### config.mk
export PLATFORM = sky130hd
export DESIGN_NAME = cy_skid_fifo
export DESIGN_NICKNAME = d
export VERILOG_FILES = /design/src/rtl/cy_skid_fifo.sv
export SDC_FILE = /design/constraint.sdc
export NUM_CORES = 1
export LEC_CHECK = 0
export ABC_AREA = 1
export BUFFER_PORTS_ARGS = -buffer_cell sky130_fd_sc_hd__clkbuf_2
export CORE_MARGIN = 3
export CORE_UTILIZATION = 60
export CTS_BUF_LIST = sky130_fd_sc_hd__clkbuf_16
export DETAILED_ROUTE_END_ITERATION = 8
export GPL_TIMING_DRIVEN = 0
export PLACE_DENSITY_LB_ADDON = 0.05
export SKIP_LAST_GASP = 1
export SLEW_MARGIN = 10
export SYNTH_ARGS = -nofsm -noshare
export SYNTH_HDL_FRONTEND = slang
export SYNTH_SLANG_ARGS = --single-unit
### constraint.sdc
create_clock -name i_clk -period 4.14 [get_ports i_clk]
set_input_delay 0.414 -clock i_clk [delete_from_list [all_inputs] [get_ports i_clk]]
set_output_delay 0.414 -clock i_clk [all_outputs]
set_load 0.05 [all_outputs]
### src/rtl/cy_skid_fifo.sv
// cy_skid_fifo: first-word-fall-through FIFO with registered up_rdy, dn_val,
// dn_bus, occupancy and almost-full flags. Synchronous active-high reset.
module cy_skid_fifo #(
  parameter int DW       = 8,
  parameter int DEPTH    = 4,
  parameter int AF_LEVEL = DEPTH - 1
) (
  input  logic                       i_clk,
  input  logic                       i_reset,
  input  logic                       i_flush,
  input  logic [DW-1:0]              up_bus,
  input  logic                       up_val,
  output logic                       up_rdy,
  output logic [DW-1:0]              dn_bus,
  output logic                       dn_val,
  input  logic                       dn_rdy,
  output logic [$clog2(DEPTH+1)-1:0] o_level,
  output logic                       o_almost_full
);

  localparam int AW = $clog2(DEPTH);
  localparam int PW = AW + 1;
  localparam int LW = $clog2(DEPTH + 1);
  localparam logic [LW-1:0] LVL_FULL = LW'(DEPTH);
  localparam logic [LW-1:0] LVL_AF   = LW'(AF_LEVEL);

  logic [DW-1:0] mem_q [DEPTH];

  logic [PW-1:0] wptr_q, wptr_d;
  logic [PW-1:0] rptr_q, rptr_d;
  logic [LW-1:0] level_q, level_d;
  logic          dn_val_q, dn_val_d;
  logic [DW-1:0] dn_bus_q, dn_bus_d;
  logic          up_rdy_q, up_rdy_d;
  logic          af_q, af_d;

  logic push, pop;

  assign push = up_val && up_rdy_q;
  assign pop  = dn_val_q && dn_rdy;

  // Next-state for pointers, occupancy and the registered head/flag outputs.
  always_comb begin
    wptr_d   = wptr_q;
    rptr_d   = rptr_q;
    level_d  = level_q;
    dn_val_d = dn_val_q;
    dn_bus_d = dn_bus_q;
    up_rdy_d = up_rdy_q;
    af_d     = af_q;

    if (i_flush) begin
      wptr_d   = '0;
      rptr_d   = '0;
      level_d  = '0;
      dn_val_d = 1'b0;
      up_rdy_d = 1'b1;
      af_d     = 1'b0;
    end else begin
      if (push) begin
        wptr_d = wptr_q + PW'(1);
      end
      if (pop) begin
        rptr_d = rptr_q + PW'(1);
      end
      case ({push, pop})
        2'b10:   level_d = level_q + LW'(1);
        2'b01:   level_d = level_q - LW'(1);
        default: level_d = level_q;
      endcase
      dn_val_d = (level_d != '0);
      // When the read pointer catches the old write pointer, every stored
      // word has been consumed and the new head can only be this cycle's push.
      if (rptr_d == wptr_q) begin
        dn_bus_d = up_bus;
      end else begin
        dn_bus_d = mem_q[rptr_d[AW-1:0]];
      end
      up_rdy_d = (level_d != LVL_FULL);
      af_d     = (level_d >= LVL_AF);
    end
  end

  // Control state registers with synchronous reset taking priority.
  always_ff @(posedge i_clk) begin
    if (i_reset) begin
      wptr_q   <= '0;
      rptr_q   <= '0;
      level_q  <= '0;
      dn_val_q <= 1'b0;
      up_rdy_q <= 1'b0;
      af_q     <= 1'b0;
    end else begin
      wptr_q   <= wptr_d;
      rptr_q   <= rptr_d;
      level_q  <= level_d;
      dn_val_q <= dn_val_d;
      up_rdy_q <= up_rdy_d;
      af_q     <= af_d;
    end
  end

  // Head data register; its value is meaningless while dn_val is low.
  always_ff @(posedge i_clk) begin
    dn_bus_q <= dn_bus_d;
  end

  // Storage write; contents are never cleared.
  always_ff @(posedge i_clk) begin
    if (push && !i_flush && !i_reset) begin
      mem_q[wptr_q[AW-1:0]] <= up_bus;
    end
  end

  assign up_rdy        = up_rdy_q;
  assign dn_val        = dn_val_q;
  assign dn_bus        = dn_bus_q;
  assign o_level       = level_q;
  assign o_almost_full = af_q;

endmodule

==> metrics.txt, run 1 <==
initial antenna violation count=0; Multi-input gate area=761 um^2; Initial DRC Count=73; synth cell count leaders=nand2_1, inv_1, edfxtp_1, nand3_1, nor2_1; via count=1692; Hold Path Depth=2; Final Cycle Share=52.1%; synthesis-to-layout area growth=13.8%; Synth Area in Simple Gates=25.0%; first-pass GRT wire length=7630 um; root buffer cell=clkbuf_16; fmax=0.464 GHz; CP endpoint kind=flip-flop; largest family of logic cells by synthesized area=simple AND/OR/NAND/NOR gates; crit-path max cell delay=0.46 ns; Vias per Instance=5.02; critical path arrival=2.32 ns; most common cell in the netlist=nand2_1; final setup vio count=0; worst reg-to-reg path cell count=8; worst vdd ir=390 uV; fin. max-slew vios=0; worst-skew pair later-pin latency=0.29 ns; H-tree levels=2; post-synthesis xor/xnor area fraction=0.724%; Die Footprint=4830 um^2; Tmin final=2.16 ns; worst r2r src=dn_val; Pre-antenna DRT Iters=5; Compound-Gate Fraction of Synth Area=1.76%; area leader, netlist=edfxtp_1; DRC viols=0; Hold Path Sink=up_rdy; M1 WL=2060 um; Slew HR=44.9%; CP required=4.31 ns; share of Yosys cell area claimed by the top area cell type=49.7%; hold_sp=i_reset; warning count from the yosys run=0; Hold Vio Cnt, Final=0; mux cell area share after synthesis=0%; Slew @ Worst Pin=0.824 ns; clock sink count=52; Buffers on Ports=26; Seq/Total Area, Yosys=59.6%; # rows=22; status=finished clean; Syn Nets=275; Avg WL per Cell=13.6 um; GRT Overall Usage=20.8%; Clock power frac=36.1%; CP cell instances=nand2_2 -> inv_2 -> ha_1 -> fa_1 -> a21boi_0 -> nand2_1 -> nor2_1 -> a21oi_1; slowest cell on the critical path=dfxtp_1; CTS tree=done; switching pwr=274 uW; RSZ-0062 raised after global routing=no; Netlist cell types=19; Hold Slack=0.299 ns; HP Class=primary input to flip-flop; Num CTS Buffers=5; Power Density=401 nW/um^2; Antenna Cells=0; Final Instance Area=2750 um^2; Die Span Y=69.5 um; ys async rst share=0%; Final Skew=0.00524 ns; quantity of gates resized following cts=0; Leak Pwr=0.00128 uW; fin nets=308; sequential share of power=52.7%; Cell Area, Placed=2610 um^2; pre-CTS setup slack=1.92 ns; # fillers=293; Post-Syn Instances=255; Adder-Cell Fraction of Synth Area=3.93%; vias in the first global route=1582; RD Place Congestion=0.765; Int Pwr=831 uW; max-cap viol count=0; Detail Route met3 WL=207 um; Max clock buf depth=2; core area=3770 um^2; Routed Antenna Nets=0; synth top area cells=edfxtp_1, nand2_1, dfxtp_1; Die Span X=69.5 um; Syn Area/Cell=9.48 um^2; Startpoint Class=flip-flop; Setup WS post-layout=1.98 ns; hpwl dp=3170 um; Reg area=1440 um^2; drt total wl=4600 um; top layer reached by signal wires=met4; CTS Hold Bufs=0; fraction of layout cells with a size suffix above 1=17.0%; I/O pin count=27; R2R Path End=up_rdy; Main synth FF type=edfxtp_1; r2r setup slk=1.98 ns; clock slew at reported path FFs=0.07 ns; setup bufs post-CTS=0; Post-synth EDFFs=40; Cell Area, Synth=2420 um^2; largest net degree at the start of global routing=17; initial core utilization=64.1%; wire length on met2=2250 um; largest fanout on the critical path=7; Switching Fraction=24.8%; Comb pwr share=11.2%; Setup Total Neg Slack=0 ns; total global routing overflow=0; Synth Register Bits=52; Crit Path Class=flip-flop to flip-flop
==> critical path, delay by kind of cell, from the launching register on <==
kind                     cells  cell delay [ns]
adder cells (fa/ha/maj)      2             0.62
flip-flops                   1             0.46
AND/OR/NAND/NOR              3             0.42
AO/OA/AOI/OAI                2             0.42
buffers and inverters        1             0.11
==> logic make-up (layout without fill, tap and decap cells) <==
group                    after synthesis  after routing
XOR/XNOR                               2              2
flip-flops                            52             52
AND/OR/NAND/NOR                      132            132
buffers and inverters                 54             88
adder cells (fa/ha/maj)                7              7
AO/OA/AOI/OAI                          8              8
==> state kept, by name, summed over array words and instances, names as in the netlist <==
name           flops
o_almost_full      1
mem_q             32
up_rdy             1
wptr_q             3
rptr_q             3
dn_bus             8
o_level            3
dn_val             1
==> worst max-delay path by stage <==
stage	start	endpoint	slack (ns)
6_report	dn_val	up_rdy	1.98
5_1_grt	dn_val	up_rdy	1.72
3_5_place_dp	dn_rdy	up_rdy	1.92
3_3_place_gp	i_flush	mem_q[3][7]	1.95
2_1_floorplan	dn_val	up_rdy	1.92
4_1_cts	dn_val	up_rdy	1.98
==> through the flow <==
step | utilization, % | cells | total power [uW]
after floorplan | - | 255 | 682
after global placement | 69.2 | 329 | 715
after detailed placement | 69.2 | 329 | 718
after CTS | 73.0 | 337 | 1110
after global routing | 73.0 | 337 | 1150
final | 73.0 | 337 | 1100
==> power groups by stage <==
stage          sequential, uW  clock (uW)  combinational (uW)
3_3_place_gp              594           0                 121
5_1_grt                   584         425                 137
4_1_cts                   583         401                 124
2_1_floorplan             630           0                52.5
3_5_place_dp              594           0                 124
6_report                  583         398                 124
==> cell type report <==
class,instances,share of cell area [%]
Multi-Input combinational cell,149,27.6
Tap cell,48,2.18
Timing Repair Buffer,26,4.73
Clock buffer,5,4.55
Clock inverter,3,0.682
Buffer,2,0.773
Sequential cell,52,52.4
Inverter,52,7.09
==> placed cells by master (no fill, tap or decap), types with 4 or more instances in the layout <==
cell type | synthesis | final
a21oi_1 | 4 | 4
clkbuf_16 | 0 | 5
clkbuf_2 | 0 | 26
dfxtp_1 | 12 | 12
edfxtp_1 | 40 | 40
ha_1 | 6 | 6
inv_1 | 50 | 50
nand2_1 | 72 | 72
nand2_2 | 6 | 6
nand2_4 | 4 | 4
nand3_1 | 34 | 34
nor2_1 | 14 | 14
==> layer usage <==
layer | global-route usage (%) | vias up
li1 | - | 871
met1 | 26.1 | 780
met2 | 34.3 | 32
met3 | 4.78 | 9
met4 | 8.89 | 0
met5 | 0 | -
(Power assumes the default switching activity.)
==> run 2, diff against run 1 <==
- CORE_UTILIZATION: 60 -> 52
- clock period: 4.14 -> 1.9 ns (I/O delays scaled with it)
==> run 2 against run 1 <==
Effect of this change: core utilization shrank 9.3 points; register-to-register slack lost 1.9 ns; clock skew grew 0.0019 ns; first-iteration DRC count shrank 19%; power grew 130%; setup slack lost 1.9 ns; sequential cell count is the same.
==> metrics.txt, run 2 (same netlist as run 1, synthesis figures left out) <==
initial antenna violation count=0 (unchanged); Tmin final=1.81 ns (-0.346 ns); CTS tree=done; status=finished clean; synthesis-to-layout area growth=16.2%; max FFs per register=32 (unchanged); Final Instance Area=2810 um^2 (+2.1%); drt total wl=4570 um (-0.46%); Crit Path Class=flip-flop to flip-flop; Cell Area, Placed=2620 um^2 (+0.48%); Final Skew=0.00710 ns (+0.00186 ns); Switching Fraction=23.6% (-1.2 points); Detail Route met3 WL=236 um (+14%); Initial DRC Count=59 (-19%); Slew @ Worst Pin=0.870 ns (+0.0460 ns); critical path arrival=1.98 ns (-0.34 ns); final setup vio count=0 (unchanged); Routed Antenna Nets=0 (unchanged); Final Power=2550 uW (+130%); core area=4410 um^2 (+17%); CP endpoint kind=flip-flop; Vias per Instance=4.90 (-2.3%); CP dominant cell by count=nor2_1; via count=1672 (-1.2%); Num CTS Buffers=5 (unchanged); root buffer cell=clkbuf_16; Pre-antenna DRT Iters=5 (unchanged); worst vdd ir=665 uV (+71%); worst reg-to-reg path cell count=9 (+1); Power Density=907 nW/um^2 (+130%); Clock power frac=39.6% (+3.5 points); Leak Pwr=0.00131 uW (+2.2%); total global routing overflow=0 (unchanged); first-pass GRT wire length=7540 um (-1.2%); CP cell instances=nand2_4 -> inv_2 -> ha_1 -> fa_1 -> nand2_1 -> nand3_2 -> xor2_2 -> nor2_1 -> nor2_1; vias in the first global route=1532 (-3.2%); Worst Setup EP=o_almost_full; R2R Path End=o_almost_full; Max clock buf depth=2 (unchanged); most frequent cells in the layout=nand2_1, inv_1, edfxtp_1; wire length on met2=2130 um (-5.0%); crit-path max cell delay=0.40 ns (-0.06 ns); Hold Vio Cnt, Final=0 (unchanged); Die Span X=74.2 um (+6.8%); # rows=24 (+9.1%); worst r2r src=dn_val; Final Cycle Share=95.3% (+43 points); switching pwr=601 uW (+120%); fmax=0.552 GHz (+19%); worst-skew pair later-pin latency=0.29 ns (about the same); Slew HR=41.8% (-3.1 points); H-tree levels=2 (unchanged); fraction of layout cells with a size suffix above 1=19.0% (+2.1 points); commonest non-fill, non-tap cell in the layout=nand2_1; RSZ-0062 raised after global routing=yes; CTS Hold Bufs=0 (unchanged); M1 WL=2120 um (+2.8%); fin. max-slew vios=0 (unchanged); Antenna Cells=0 (unchanged); I/O pin count=27 (unchanged); Comb pwr share=10.6% (-0.6 points); Critical path origin=dn_val; GRT Overall Usage=18.8% (-2.0 points); Avg WL per Cell=13.4 um (-1.6%); clock sink count=52 (unchanged); CP required=2.07 ns (-2.24 ns); setup bufs post-CTS=0 (unchanged); r2r setup slk=0.09 ns (-1.89 ns); Die Span Y=74.2 um (+6.8%); largest net degree at the start of global routing=17 (unchanged); RD Place Congestion=0.779 (+1.9%); fin nets=308 (unchanged); WP buf/inv=1 (unchanged); Int Pwr=1950 uW (+130%); Startpoint Class=flip-flop; top layer reached by signal wires=met4; Top delay family on crit path=adder cells; Die Footprint=5510 um^2 (+14%); clock slew at reported path FFs=0.07 ns (about the same); largest fanout on the critical path=7 (unchanged); sequential share of power=49.8% (-2.9 points); slowest cell on the critical path=fa_1; Crit path depth=9 (+1); HP Class=primary input to flip-flop; Buffers on Ports=26 (unchanged); initial core utilization=54.8% (-9.3 points); max-cap viol count=0 (unchanged); Core Util, Final=63.7% (-9.3 points); DRC viols=0 (unchanged); hpwl dp=3120 um (-1.5%); # fillers=363 (+24%)
==> run 2: cell count changes in the layout (fill, tap and decap cells not counted), sizes merged <==
| cell | before | now |
|---|---|---|
| bufinv | 0 | 1 |
| clkinvlp | 2 | 1 |
==> run 2: worst reg2reg max path, delay by kind of cell, from the launching register on <==
| kind | cells | cell delay [ns] |
|---|---|---|
| fa+ha+maj | 2 | 0.62 |
| xor+xnor | 1 | 0.20 |
| flops | 1 | 0.38 |
| simple gates | 5 | 0.44 |
| buf+inv | 1 | 0.06 |
==> run 2: cell type report <==
cell class	instances	area, um^2	area share (%)
clock buffer	5	125	4.45
timing repair buffer	26	130	4.63
clock inverter	3	42.5	1.51
inverter	52	195	6.95
sequential	52	1450	51.6
multi-input combinational	149	782	27.8
tap	52	65.1	2.32
buffer	2	21.3	0.757
==> run 2: worst min path at each step <==
stage	from	endpoint	slack, ns	cells after the start
finish	i_reset	up_rdy	0.06	2
global route	i_reset	up_rdy	0.07	2
CTS	i_reset	up_rdy	0.06	2
detailed placement	i_reset	up_rdy	0.36	2
global placement	i_reset	up_rdy	0.36	2
floorplan	i_reset	up_rdy	0.25	1
==> run 2: power by group through the flow <==
stage / registers (uW) / clock network (uW) / logic, uW
2_1_floorplan: 1370 / 0 / 115
3_3_place_gp: 1290 / 0 / 265
3_5_place_dp: 1290 / 0 / 268
4_1_cts: 1270 / 1030 / 269
5_1_grt: 1270 / 1070 / 298
6_report: 1270 / 1010 / 271
==> run 2: timing repair <==
item / CTS / global route
cloned: 0 / 0
resized for setup: 1 / 4
setup endpoints to repair: 1 / 4
pin swaps: 0 / 1
endpoints found under the hold margin: 0 / 0
==> run 2: metrics by stage <==
step	instances	setup WS, ns	hold slack, ns	setup TNS [ns]
6_report	341	0.0897	0.0643	0
4_1_cts	341	0.0257	0.0575	0
3_5_place_dp	333	-0.0901	0.362	-0.771
3_3_place_gp	333	-0.110	0.362	-0.945
2_1_floorplan	255	0.0208	0.249	0
5_1_grt	341	-0.0253	0.0720	-0.0253
==> run 2: layer usage <==
metal	global-route usage, %	vias up
met5	0	-
met4	7.24	0
met3	5.14	7
met2	28.8	39
met1	25.5	759
li1	-	867
==> run 3, diff against run 2 <==
- PLACE_DENSITY: default -> 0.86
- PLACE_DENSITY_LB_ADDON: 0.05 -> default
==> run 3 against run 2 <==
Effect of this change: register-to-register slack improved by 0.06 ns; via count rose by 3.5%; clock-buffer cell count did not move; wire length rose by 4.1%; first-iteration DRC count rose by 75%; power rose by 0.44%; setup slack improved by 0.056 ns; global-route usage rose by 0.49 points; design area rose by 0.18%; clock power barely moved.
==> metrics.txt, run 3 (same netlist as run 1, synthesis figures left out) <==
status=finished clean; Max clock buf depth=2 (unchanged); HP Class=primary input to flip-flop; H-tree levels=2 (unchanged); synthesis-to-layout area growth=16.4%; max FFs per register=32 (unchanged); critical path arrival=1.93 ns (-0.05 ns); Slew HR=41.1% (-0.68 points); first-pass GRT wire length=7750 um (+2.7%); worst-skew pair later-pin latency=0.29 ns (about the same); # rows=24 (unchanged); GRT Overall Usage=19.3% (+0.49 points); core area=4410 um^2 (unchanged); worst vdd ir=642 uV (-3.5%); hpwl dp=3150 um (+0.95%); Vias per Instance=5.07 (+3.5%); slowest cell on the critical path=fa_1; CTS tree=done; Non-Filler Instances=341 (unchanged); Die Footprint=5510 um^2 (unchanged); r2r setup slk=0.15 ns (+0.06 ns); Startpoint Class=flip-flop; most frequent cells in the layout=nand2_1, inv_1, edfxtp_1; vias in the first global route=1750 (+14%); initial core utilization=54.8% (unchanged); commonest non-fill, non-tap cell in the layout=nand2_1; fin. max-slew vios=0 (unchanged); Final Cycle Share=92.3% (-2.9 points); CP endpoint kind=flip-flop; RD Place Congestion=0.779 (-0.10%); CP required=2.07 ns (about the same); drt total wl=4760 um (+4.1%); largest fanout on the critical path=7 (unchanged); Avg WL per Cell=14.0 um (+4.1%); Num CTS Buffers=5 (unchanged); Leak Pwr=0.00132 uW (+0.34%); Pre-antenna DRT Iters=4 (-1); final setup vio count=0 (unchanged); via count=1730 (+3.5%); Antenna Cells=0 (unchanged); Hold Vio Cnt, Final=0 (unchanged); Crit Path Class=flip-flop to flip-flop; setup bufs post-CTS=0 (unchanged); CP cell instances=nand2_4 -> inv_2 -> ha_2 -> fa_1 -> a21boi_2 -> nand2_1 -> nor2_1 -> a21oi_1; clock sink count=52 (unchanged); root buffer cell=clkbuf_16; fin nets=308 (unchanged); total global routing overflow=0 (unchanged); Routed Antenna Nets=0 (unchanged); RSZ-0062 raised after global routing=no; initial antenna violation count=0 (unchanged); max-cap viol count=0 (unchanged); largest net degree at the start of global routing=17 (unchanged); Die Span X=74.2 um (unchanged); Power Density=909 nW/um^2 (+0.26%); CTS Hold Bufs=0 (unchanged); Die Span Y=74.2 um (unchanged); DRC viols=0 (unchanged); fraction of layout cells with a size suffix above 1=19.4% (+0.35 points); clock slew at reported path FFs=0.07 ns (about the same); Slew @ Worst Pin=0.880 ns (+0.0101 ns); Hold Slack=0.0633 ns (-0.000938 ns); Tmin final=1.75 ns (-0.0557 ns); Final Skew=0.00842 ns (+0.00132 ns); crit-path max cell delay=0.43 ns (+0.03 ns); Initial DRC Count=103 (+75%); fmax=0.570 GHz (+3.2%); I/O pin count=27 (unchanged); Buffers on Ports=26 (unchanged); Post-Place Cells=333 (unchanged)
run 3: cell types whose count changed in the layout (fill, tap and decap cells not counted), sizes merged:
cell / previous run / this run
inv: 52 / 54
clkinv: 1 / 0
clkinvlp: 1 / 0
run 3: power breakdown:
group	total, uW	internal, uW	switching [uW]	leakage (uW)
Clock	1020	622	395	0.0000856
Combinational	274	72.7	202	0.000766
Sequential	1270	1260	12.9	0.000466
Total	2560	1950	609	0.00132
run 3: worst paths after layout:
kind,cells past startpoint,endpoint,from
worst min register to register,2,wptr_q[2],wptr_q[2]
worst min-delay path,2,up_rdy,i_reset
worst max-delay path,8,up_rdy,dn_val
worst max register to register,8,up_rdy,dn_val
run 3: through the flow:
step | area [um^2] | util, % | setup WS [ns] | TNS [ns] | power, uW
final | 2820 | 63.8 | 0.145 | 0 | 2560
after global routing | 2820 | 63.8 | 0.0269 | 0 | 2640
after CTS | 2790 | 63.2 | 0.0227 | 0 | 2560
after detailed placement | 2620 | 59.4 | -0.0728 | -0.622 | 1560
after global placement | 2620 | 59.4 | -0.0197 | -0.0561 | 1550
after floorplan | 2430 | - | 0.0208 | 0 | 1490
run 3: final cells by class:
type	count	area, um^2
Buffer	2	21.3
Clock buffer	5	125
Clock inverter	3	42.5
Fill cell	337	1600
Inverter	52	195
Multi-Input combinational cell	149	787
Sequential cell	52	1450
Tap cell	52	65.1
Timing Repair Buffer	26	130
run 3: timing repair:
| action | 4_1_cts | 5_1_grt |
|---|---|---|
| endpoints found under the setup margin | 2 | 4 |
| gates resized for setup | 1 | 6 |
| pin swaps | 0 | 1 |
run 3: critical path: cells and delay by family, from the launching register on:
| family | cells | cell delay (ns) |
|---|---|---|
| fa+ha+maj | 2 | 0.62 |
| flops | 1 | 0.39 |
| compound gates | 2 | 0.29 |
| simple gates | 3 | 0.27 |
| buf+inv | 1 | 0.07 |
run 3: metal layers:
layer | GRT usage, % | share of wire, % | up-vias
met1 | 22.0 | 39 | 802
met4 | 8.85 | 1.5 | 0
met2 | 33.8 | 52 | 53
met3 | 5.00 | 7.2 | 8
li1 | - | - | 867
met5 | 0 | 0 | -
